===== src/rtl/mmu_seq_pkg.sv =====
// mmu_seq_pkg
// Shared definitions for the N x N matrix-multiply sequencer:
//   - state_t    : top-level sequencer states (IDLE, LOAD, COMPUTE, DRAIN)
//   - BYTE_W     : width of one host byte
//   - clog2_w    : ceil(log2(value)), used for address/counter widths
//   - clog2_min1 : same, but never below 1 (for indices that may need 0 bits)
package mmu_seq_pkg;

    localparam int BYTE_W = 8;

    typedef enum logic [1:0] {
        IDLE    = 2'd0,
        LOAD    = 2'd1,
        COMPUTE = 2'd2,
        DRAIN   = 2'd3
    } state_t;

    function automatic int clog2_w(input int value);
        return $clog2(value);
    endfunction

    function automatic int clog2_min1(input int value);
        return (value <= 2) ? 1 : $clog2(value);
    endfunction

endpackage


===== src/rtl/result_serializer.sv =====
// result_serializer
// Captures the array results on a one-cycle snapshot strobe and streams them
// to the host one byte at a time with valid/ready handshaking.
// Results are sent row-major; each result is sent most significant byte first.
//
// Optional build macro: MMU_SEQ_OUT_SAT_EN
//   When defined, each result is clamped to signed 8 bits and only one byte
//   per result is sent.
//
// Ports:
//   clk, rst_n  : clock, asynchronous active-low reset
//   snap        : capture c_flat and begin streaming (one-cycle strobe)
//   c_flat      : N*N results of ACC_W bits, row-major, c(0,0) in the LSBs
//   out_ready   : host accepts the current byte
//   out_data    : current byte (zero when nothing is being streamed)
//   out_valid   : a byte is being presented
//   out_last    : the presented byte is the final one of the set
module result_serializer
    import mmu_seq_pkg::*;
#(
    parameter int N     = 2,
    parameter int ACC_W = 16
) (
    input  logic                   clk,
    input  logic                   rst_n,
    input  logic                   snap,
    input  logic [N*N*ACC_W-1:0]   c_flat,
    input  logic                   out_ready,
    output logic [BYTE_W-1:0]      out_data,
    output logic                   out_valid,
    output logic                   out_last
);

    localparam int NB = ACC_W / BYTE_W;
`ifdef MMU_SEQ_OUT_SAT_EN
    localparam int BYTES_PER_RES = 1;
`else
    localparam int BYTES_PER_RES = NB;
`endif
    localparam int NBYTES = N * N * BYTES_PER_RES;
    localparam int CW     = clog2_w(N * N * NB);
    localparam logic [CW-1:0] CNT_LAST = CW'(NBYTES - 1);

    logic [N*N*ACC_W-1:0] snap_q, snap_d;
    logic [CW-1:0]        cnt_q, cnt_d;
    logic                 valid_q, valid_d;
    logic [BYTE_W-1:0]    byte_arr [NBYTES];
    logic [BYTE_W-1:0]    byte_sel;

    // Lay the snapshot out as a flat list of bytes in transmission order so
    // the byte counter can index it directly.
    for (genvar r = 0; r < N * N; r++) begin : g_res
        logic [ACC_W-1:0] res;
        assign res = snap_q[r*ACC_W +: ACC_W];
`ifdef MMU_SEQ_OUT_SAT_EN
        // A result fits in signed 8 bits exactly when every bit from bit 7
        // upward is a copy of the sign.
        logic in_range;
        assign in_range = (res[ACC_W-1:BYTE_W-1] == '0) ||
                          (res[ACC_W-1:BYTE_W-1] == '1);
        assign byte_arr[r] = in_range      ? res[BYTE_W-1:0] :
                             res[ACC_W-1]  ? 8'h80 : 8'h7F;
`else
        for (genvar b = 0; b < NB; b++) begin : g_byte
            assign byte_arr[r*NB + b] = res[(NB-1-b)*BYTE_W +: BYTE_W];
        end
`endif
    end

    always_comb begin
        byte_sel = '0;
        for (int i = 0; i < NBYTES; i++) begin
            if (cnt_q == CW'(i)) begin
                byte_sel = byte_arr[i];
            end
        end
    end

    // A new snapshot always restarts the stream; otherwise advance on each
    // accepted byte and stop after the last one.
    always_comb begin
        snap_d  = snap_q;
        cnt_d   = cnt_q;
        valid_d = valid_q;
        if (snap) begin
            snap_d  = c_flat;
            cnt_d   = '0;
            valid_d = 1'b1;
        end else if (valid_q && out_ready) begin
            if (cnt_q == CNT_LAST) begin
                cnt_d   = '0;
                valid_d = 1'b0;
            end else begin
                cnt_d = cnt_q + CW'(1);
            end
        end
    end

    always_ff @(posedge clk or negedge rst_n) begin
        if (!rst_n) begin
            snap_q  <= '0;
            cnt_q   <= '0;
            valid_q <= 1'b0;
        end else begin
            snap_q  <= snap_d;
            cnt_q   <= cnt_d;
            valid_q <= valid_d;
        end
    end

    assign out_valid = valid_q;
    assign out_last  = valid_q && (cnt_q == CNT_LAST);
    assign out_data  = valid_q ? byte_sel : '0;

endmodule


===== src/rtl/mmu_sequencer.sv =====
// mmu_sequencer
// Start/done driven sequencer for an N x N systolic matrix multiply.
// Phases: host byte load into operand memory, skewed operand feed into the
// array, then byte-serial drain of the results with valid/ready backpressure.
//
// Optional build macro: MMU_SEQ_OUT_SAT_EN (saturated one-byte-per-result
// drain, handled inside result_serializer).
//
// Ports:
//   clk, rst_n     : clock, asynchronous active-low reset
//   start          : begin an operation (only acted on in IDLE)
//   transpose      : B-operand transpose request, captured with start
//   load_valid     : host byte present on the memory write path
//   load_ready     : high for the whole LOAD phase
//   mem_addr       : operand memory write address
//   clear          : PE accumulator clear (first compute step)
//   feed_en        : per-lane feed enable, [N-1:0] A rows, [2N-1:N] B columns
//   feed_idx       : per-lane k index, lane i in bits [i*KW +: KW]
//   transpose_out  : captured transpose flag
//   c_flat         : array results, row-major, c(0,0) in the LSBs
//   out_data/out_valid/out_ready/out_last : result byte stream
//   busy           : sequencer not idle
//   done           : one-cycle pulse after the final byte is accepted
module mmu_sequencer
    import mmu_seq_pkg::*;
#(
    parameter int N     = 2,
    parameter int ACC_W = 16
) (
    input  logic                              clk,
    input  logic                              rst_n,
    input  logic                              start,
    input  logic                              transpose,
    input  logic                              load_valid,
    output logic                              load_ready,
    output logic [clog2_w(2*N*N)-1:0]         mem_addr,
    output logic                              clear,
    output logic [2*N-1:0]                    feed_en,
    output logic [2*N*clog2_min1(N)-1:0]      feed_idx,
    output logic                              transpose_out,
    input  logic [N*N*ACC_W-1:0]              c_flat,
    output logic [BYTE_W-1:0]                 out_data,
    output logic                              out_valid,
    input  logic                              out_ready,
    output logic                              out_last,
    output logic                              busy,
    output logic                              done
);

    localparam int AW = clog2_w(2 * N * N);
    localparam int TW = clog2_w(3 * N);
    localparam int KW = clog2_min1(N);
    localparam logic [AW-1:0] ADDR_LAST = AW'(2 * N * N - 1);
    localparam logic [TW-1:0] T_LAST    = TW'(3 * N - 3);

    state_t         state_q, state_d;
    logic [AW-1:0]  mem_addr_q, mem_addr_d;
    logic [TW-1:0]  t_q, t_d;
    logic           transpose_q, transpose_d;
    logic           done_q, done_d;
    logic           snap;
    logic           last_xfer;

    assign last_xfer = out_valid && out_ready && out_last;

    // Phase sequencing. The snapshot strobe fires on the final compute step
    // so the array is free to be reused while the results drain.
    always_comb begin
        state_d     = state_q;
        mem_addr_d  = mem_addr_q;
        t_d         = t_q;
        transpose_d = transpose_q;
        done_d      = 1'b0;
        snap        = 1'b0;
        case (state_q)
            IDLE: begin
                if (start) begin
                    state_d     = LOAD;
                    transpose_d = transpose;
                end
            end
            LOAD: begin
                if (load_valid) begin
                    if (mem_addr_q == ADDR_LAST) begin
                        mem_addr_d = '0;
                        state_d    = COMPUTE;
                    end else begin
                        mem_addr_d = mem_addr_q + AW'(1);
                    end
                end
            end
            COMPUTE: begin
                if (t_q == T_LAST) begin
                    t_d     = '0;
                    state_d = DRAIN;
                    snap    = 1'b1;
                end else begin
                    t_d = t_q + TW'(1);
                end
            end
            DRAIN: begin
                if (last_xfer) begin
                    state_d = IDLE;
                    done_d  = 1'b1;
                end
            end
            default: state_d = IDLE;
        endcase
    end

    always_ff @(posedge clk or negedge rst_n) begin
        if (!rst_n) begin
            state_q     <= IDLE;
            mem_addr_q  <= '0;
            t_q         <= '0;
            transpose_q <= 1'b0;
            done_q      <= 1'b0;
        end else begin
            state_q     <= state_d;
            mem_addr_q  <= mem_addr_d;
            t_q         <= t_d;
            transpose_q <= transpose_d;
            done_q      <= done_d;
        end
    end

    // Skewed feed: lane i starts i steps late, so at step t it supplies
    // element k = t - i while that index is inside 0..N-1. A row i and
    // B column i share the same schedule.
    always_comb begin
        int k;
        k        = 0;
        feed_en  = '0;
        feed_idx = '0;
        clear    = 1'b0;
        if (state_q == COMPUTE) begin
            clear = (t_q == '0);
            for (int i = 0; i < N; i++) begin
                k = int'(t_q) - i;
                if ((k >= 0) && (k < N)) begin
                    feed_en[i]                    = 1'b1;
                    feed_en[N+i]                  = 1'b1;
                    feed_idx[i*KW +: KW]          = KW'(k);
                    feed_idx[(N+i)*KW +: KW]      = KW'(k);
                end
            end
        end
    end

    result_serializer #(
        .N     (N),
        .ACC_W (ACC_W)
    ) u_serializer (
        .clk       (clk),
        .rst_n     (rst_n),
        .snap      (snap),
        .c_flat    (c_flat),
        .out_ready (out_ready),
        .out_data  (out_data),
        .out_valid (out_valid),
        .out_last  (out_last)
    );

    assign load_ready    = (state_q == LOAD);
    assign busy          = (state_q != IDLE);
    assign mem_addr      = mem_addr_q;
    assign transpose_out = transpose_q;
    assign done          = done_q;

endmodule


===== config.mk =====
export PLATFORM = sky130hd
export DESIGN_NAME = mmu_sequencer
export DESIGN_NICKNAME = d
export VERILOG_FILES = /design/src/rtl/mmu_seq_pkg.sv /design/src/rtl/result_serializer.sv /design/src/rtl/mmu_sequencer.sv
export SDC_FILE = /design/constraint.sdc
export NUM_CORES = 1
export LEC_CHECK = 0
export BUFFER_PORTS_ARGS = -buffer_cell sky130_fd_sc_hd__buf_2
export CORE_MARGIN = 2
export CORE_UTILIZATION = 58
export DETAILED_ROUTE_END_ITERATION = 6
export HOLD_SLACK_MARGIN = 0.06
export PLACE_DENSITY = 0.86
export SETUP_SLACK_MARGIN = 0.02
export SLEW_MARGIN = 10
export SYNTH_ARGS = -nofsm -noshare
export SYNTH_HDL_FRONTEND = slang
export SYNTH_SLANG_ARGS = --single-unit

===== constraint.sdc =====
create_clock -name clk -period 4.7 [get_ports clk]
set_clock_uncertainty 0.2 [all_clocks]
set_input_delay 0 -clock clk [delete_from_list [all_inputs] [get_ports clk]]
set_output_delay 0 -clock clk [all_outputs]
set_load 0.005 [all_outputs]

==> results_tabular.tex <==
\begin{tabular}{lr}
\hline
Metric & Value \\
\hline
\multicolumn{2}{l}{\textbf{Timing}} \\
\quad Hold violation total from the final report & 0 \\
\quad Achievable Freq & 277 MHz \\
\quad Tightest Pin Transition & 0.960 ns \\
\quad Max-slew headroom at the worst pin & 0.360 \\
\quad Number of endpoints failing setup at the final stage & 0 \\
\quad Unrepaired setup endpoints after global routing & no \\
\quad Final count of pins violating max slew & 0 \\
\quad Total negative setup slack & 0 ns \\
\quad Post-layout min period & 3.61 ns \\
\quad Period utilization & 0.768 \\
\multicolumn{2}{l}{\textbf{Yosys}} \\
\quad Top FF cell, synth & dfrtp\_1 \\
\quad Number of register bits inferred by synthesis & 78 \\
\quad Synthesized netlist cell count & 376 \\
\quad Share of synthesized flip-flops with an asynchronous set or reset & 1.00 \\
\quad Largest cells by area after synthesis & dfrtp\_1, mux2\_2, mux2\_1 \\
\quad Syn\_nets & 462 \\
\quad Netlist area before placement & 3990 sq um \\
\quad Number of library cell types mapped by synthesis & 32 \\
\quad Synth top area share & 0.490 \\
\quad Leading cell types by count after synthesis & dfrtp\_1, nand2\_1, mux2\_2 \\
\quad Most repeated cell in the gate-level netlist after synthesis & dfrtp\_1 \\
\quad Count of flip-flops with a built-in enable after synthesis & 0 \\
\quad Portion of the post-synthesis area used by sequential elements & 0.490 \\
\quad Cell accounting for the most synthesized area & dfrtp\_1 \\
\quad Number of warnings printed during yosys synthesis & 0 \\
\quad Post-synthesis area per instance & 10.6 sq um \\
\multicolumn{2}{l}{\textbf{Final layout}} \\
\quad Area growth from synthesis to layout & 34.9\% \\
\quad Design Area, Final & 5380 sq um \\
\quad Final core utilization & 0.801 \\
\quad Net count of the finished layout & 612 \\
\quad Antenna diode count & 0 \\
\quad Layout cell share with drive strength beyond 1 & 0.290 \\
\multicolumn{2}{l}{\textbf{Place}} \\
\quad DP Area & 4450 sq um \\
\quad Final weighted congestion in routability-driven placement & 0.945 \\
\quad Port buffer count & 95 \\
\quad Final HPWL from detailed placement & 6760 um \\
\multicolumn{2}{l}{\textbf{Die}} \\
\quad Total die area & 7550 sq um \\
\quad Initial core utilization & 0.593 \\
\quad Die X-Extent & 86.9 um \\
\quad Top-level I/O count & 96 \\
\quad Die outline height & 86.9 um \\
\quad Number of placement rows & 30 \\
\quad Std-Cell Core Area & 6720 sq um \\
\multicolumn{2}{l}{\textbf{Flow run}} \\
\quad Maximum capacitance violations & 0 \\
\multicolumn{2}{l}{\textbf{GRT}} \\
\quad Initial antenna violation count & 0 \\
\quad Via count of the first global-routing pass & 3585 \\
\quad Gr ovfl total & 0 \\
\quad Total routing usage reported by global routing & 0.288 \\
\quad Global-route wire length before repair & 16700 um \\
\quad Largest net degree at the start of global routing & 79 \\
\multicolumn{2}{l}{\textbf{Hold path}} \\
\quad Path type of the worst min-delay path & in2async \\
\multicolumn{2}{l}{\textbf{Route}} \\
\quad Routed length on met3 & 621 um \\
\quad Number of antenna-violating nets in the routed design & 0 \\
\quad Vias per inst & 5.74 \\
\quad Pre-Repair DR Iteration Count & 5 \\
\quad Wire length per cell & 17.1 um \\
\quad Routed wire length & 10400 um \\
\quad Detailed-routed wire length on met2 & 5280 um \\
\quad Uppermost layer routed & met4 \\
\quad Drt drc & 0 \\
\quad Length of routed wiring on met1 & 4240 um \\
\quad Vias post-DR & 3510 \\
\quad Initial detailed-routing violation count & 245 \\
\multicolumn{2}{l}{\textbf{Worst setup path}} \\
\quad Crit path cell chain & clkinv\_1, ha\_1, nor2\_1, o211ai\_1, o211ai\_1, a31oi\_1, buf\_2 \\
\quad Worst-case register-to-register setup slack & 2.16 ns \\
\quad Highest net fanout along the worst path & 27 \\
\quad Worst path most repeated cell & o211ai\_1 \\
\quad Cell type of the slowest stage on the worst timing path & dfrtp\_1 \\
\quad Largest stage delay on the critical path & 0.86 ns \\
\quad CP arrival & 3.41 ns \\
\quad Required @ worst endpoint & 4.50 ns \\
\quad Critical R2R Launch & state\_q[0] \\
\quad Cell count of the worst reg-to-reg path & 5 \\
\quad CP Launch Point & u\_serializer.cnt\_q[2] \\
\quad Classification of the worst setup path & reg2out \\
\quad Sort of element at the start of the critical path & flip-flop \\
\quad FF-to-FF End & u\_serializer.snap\_q[39] \\
\quad CP endpoint kind & primary output \\
\multicolumn{2}{l}{\textbf{Power}} \\
\quad Post-layout total power & 3.20 mW \\
\quad Power density over the cells & 596 nW/um\^{}2 \\
\quad Largest vdd supply drop & 0.309 mV \\
\quad Leakage component of the power & 2.51 nW \\
\multicolumn{2}{l}{\textbf{Clock tree}} \\
\quad TritonCTS clock tree & built \\
\quad Inserted Clock Buffers & 9 \\
\quad Clock net sink count & 78 \\
\quad Clock latency of the later-clocked register in the worst-skew pair & 0.35 ns \\
\quad Clock H-tree levels & 3 \\
\quad Clock tree buffer depth & 2 \\
\quad Post-CTS clock slew at the launch and capture registers of the worst setup and hold paths & 0.08 ns \\
\quad Root buffer cell & clkbuf\_8 \\
\multicolumn{2}{l}{\textbf{Run status}} \\
\quad Outcome & complete, no violations \\
\hline
\end{tabular}
## cell usage in the layout, fill, tap and decap left out, types with 16 or more instances in the layout
| cell | n |
|---|---|
| o21ai_0 | 27 |
| mux2_1 | 20 |
| o211ai_1 | 16 |
| inv_1 | 17 |
| nor2_1 | 28 |
| buf_2 | 94 |
| a31oi_1 | 16 |
| nand2_1 | 42 |
| ha_1 | 16 |
| dfrtp_1 | 78 |
| mux2_2 | 40 |
| dlygate4sd3_1 | 70 |
## state kept, by name (all words and copies together) (netlist names)
signal,flops
u_serializer.cnt_q,3
t_q,3
mem_addr,3
u_serializer.snap_q,64
state_q,2
u_serializer.out_valid,1
transpose_out,1
done,1
## final cells by class
class / instances / area, sq um
clock buffers: 11 / 151
clock inverters: 5 / 81.3
multi-input cells: 252 / 1820
repair buffers: 167 / 1210
inverters: 18 / 67.6
well taps: 80 / 100
flip-flops and latches: 78 / 1950
fillers: 408 / 1340
## worst max-delay path: cells and delay by family, from the launching register on
kind                     cells  cell delay, ns
flip-flops                   1            0.86
AO/OA/AOI/OAI                3            0.52
AND/OR/NAND/NOR              1            0.53
adder cells (fa/ha/maj)      1            0.52
buffers and inverters        2            0.61
## timing repair
item                       CTS  global route
hold endpoints to repair   153             0
resized for setup            0             0
setup buffers                0             0
hold buffers                70             0
setup endpoints to repair    0             0
## kinds of logic (layout without fill, tap and decap cells)
family,Yosys count,after routing,share of synthesized area
AOI/OAI and AO/OA,84,84,0.132
and+or+nand+nor,90,90,0.0986
adders and majority gates,16,16,0.0502
DFF,78,78,0.490
buffers and inverters,46,201,0.0552
muxes,62,62,0.175
## worst max-delay path by stage
stage,cells past startpoint,end,slack (ns)
after floorplan,8,out_data[2],2.57
after global placement,7,out_data[7],1.76
after detailed placement,7,out_data[1],1.67
after CTS,7,out_data[1],1.27
after global routing,7,out_data[7],0.83
final,7,out_data[7],1.09
## report_power, final
part           leakage [nW]  switching [mW]  internal, mW
sequential            0.952           0.257         0.998
combinational          1.44           0.711         0.659
clock                 0.116           0.250         0.328
total                  2.51            1.22          1.99
## through the flow
step	worst slack, ns	std cells	hold slack, ns
CTS	1.27	611	0.182
finish	1.09	611	0.148
global route	0.826	611	0.202
detailed placement	1.67	525	0.0142
floorplan	2.57	376	-0.496
global placement	1.76	525	0.00396
## metal layers
layer	global-route usage	vias up
li1	-	1615
met1	0.351	1698
met2	0.493	164
met3	0.0682	33
met4	0.114	0
met5	0	-
Power figures use the tool's default switching activity.
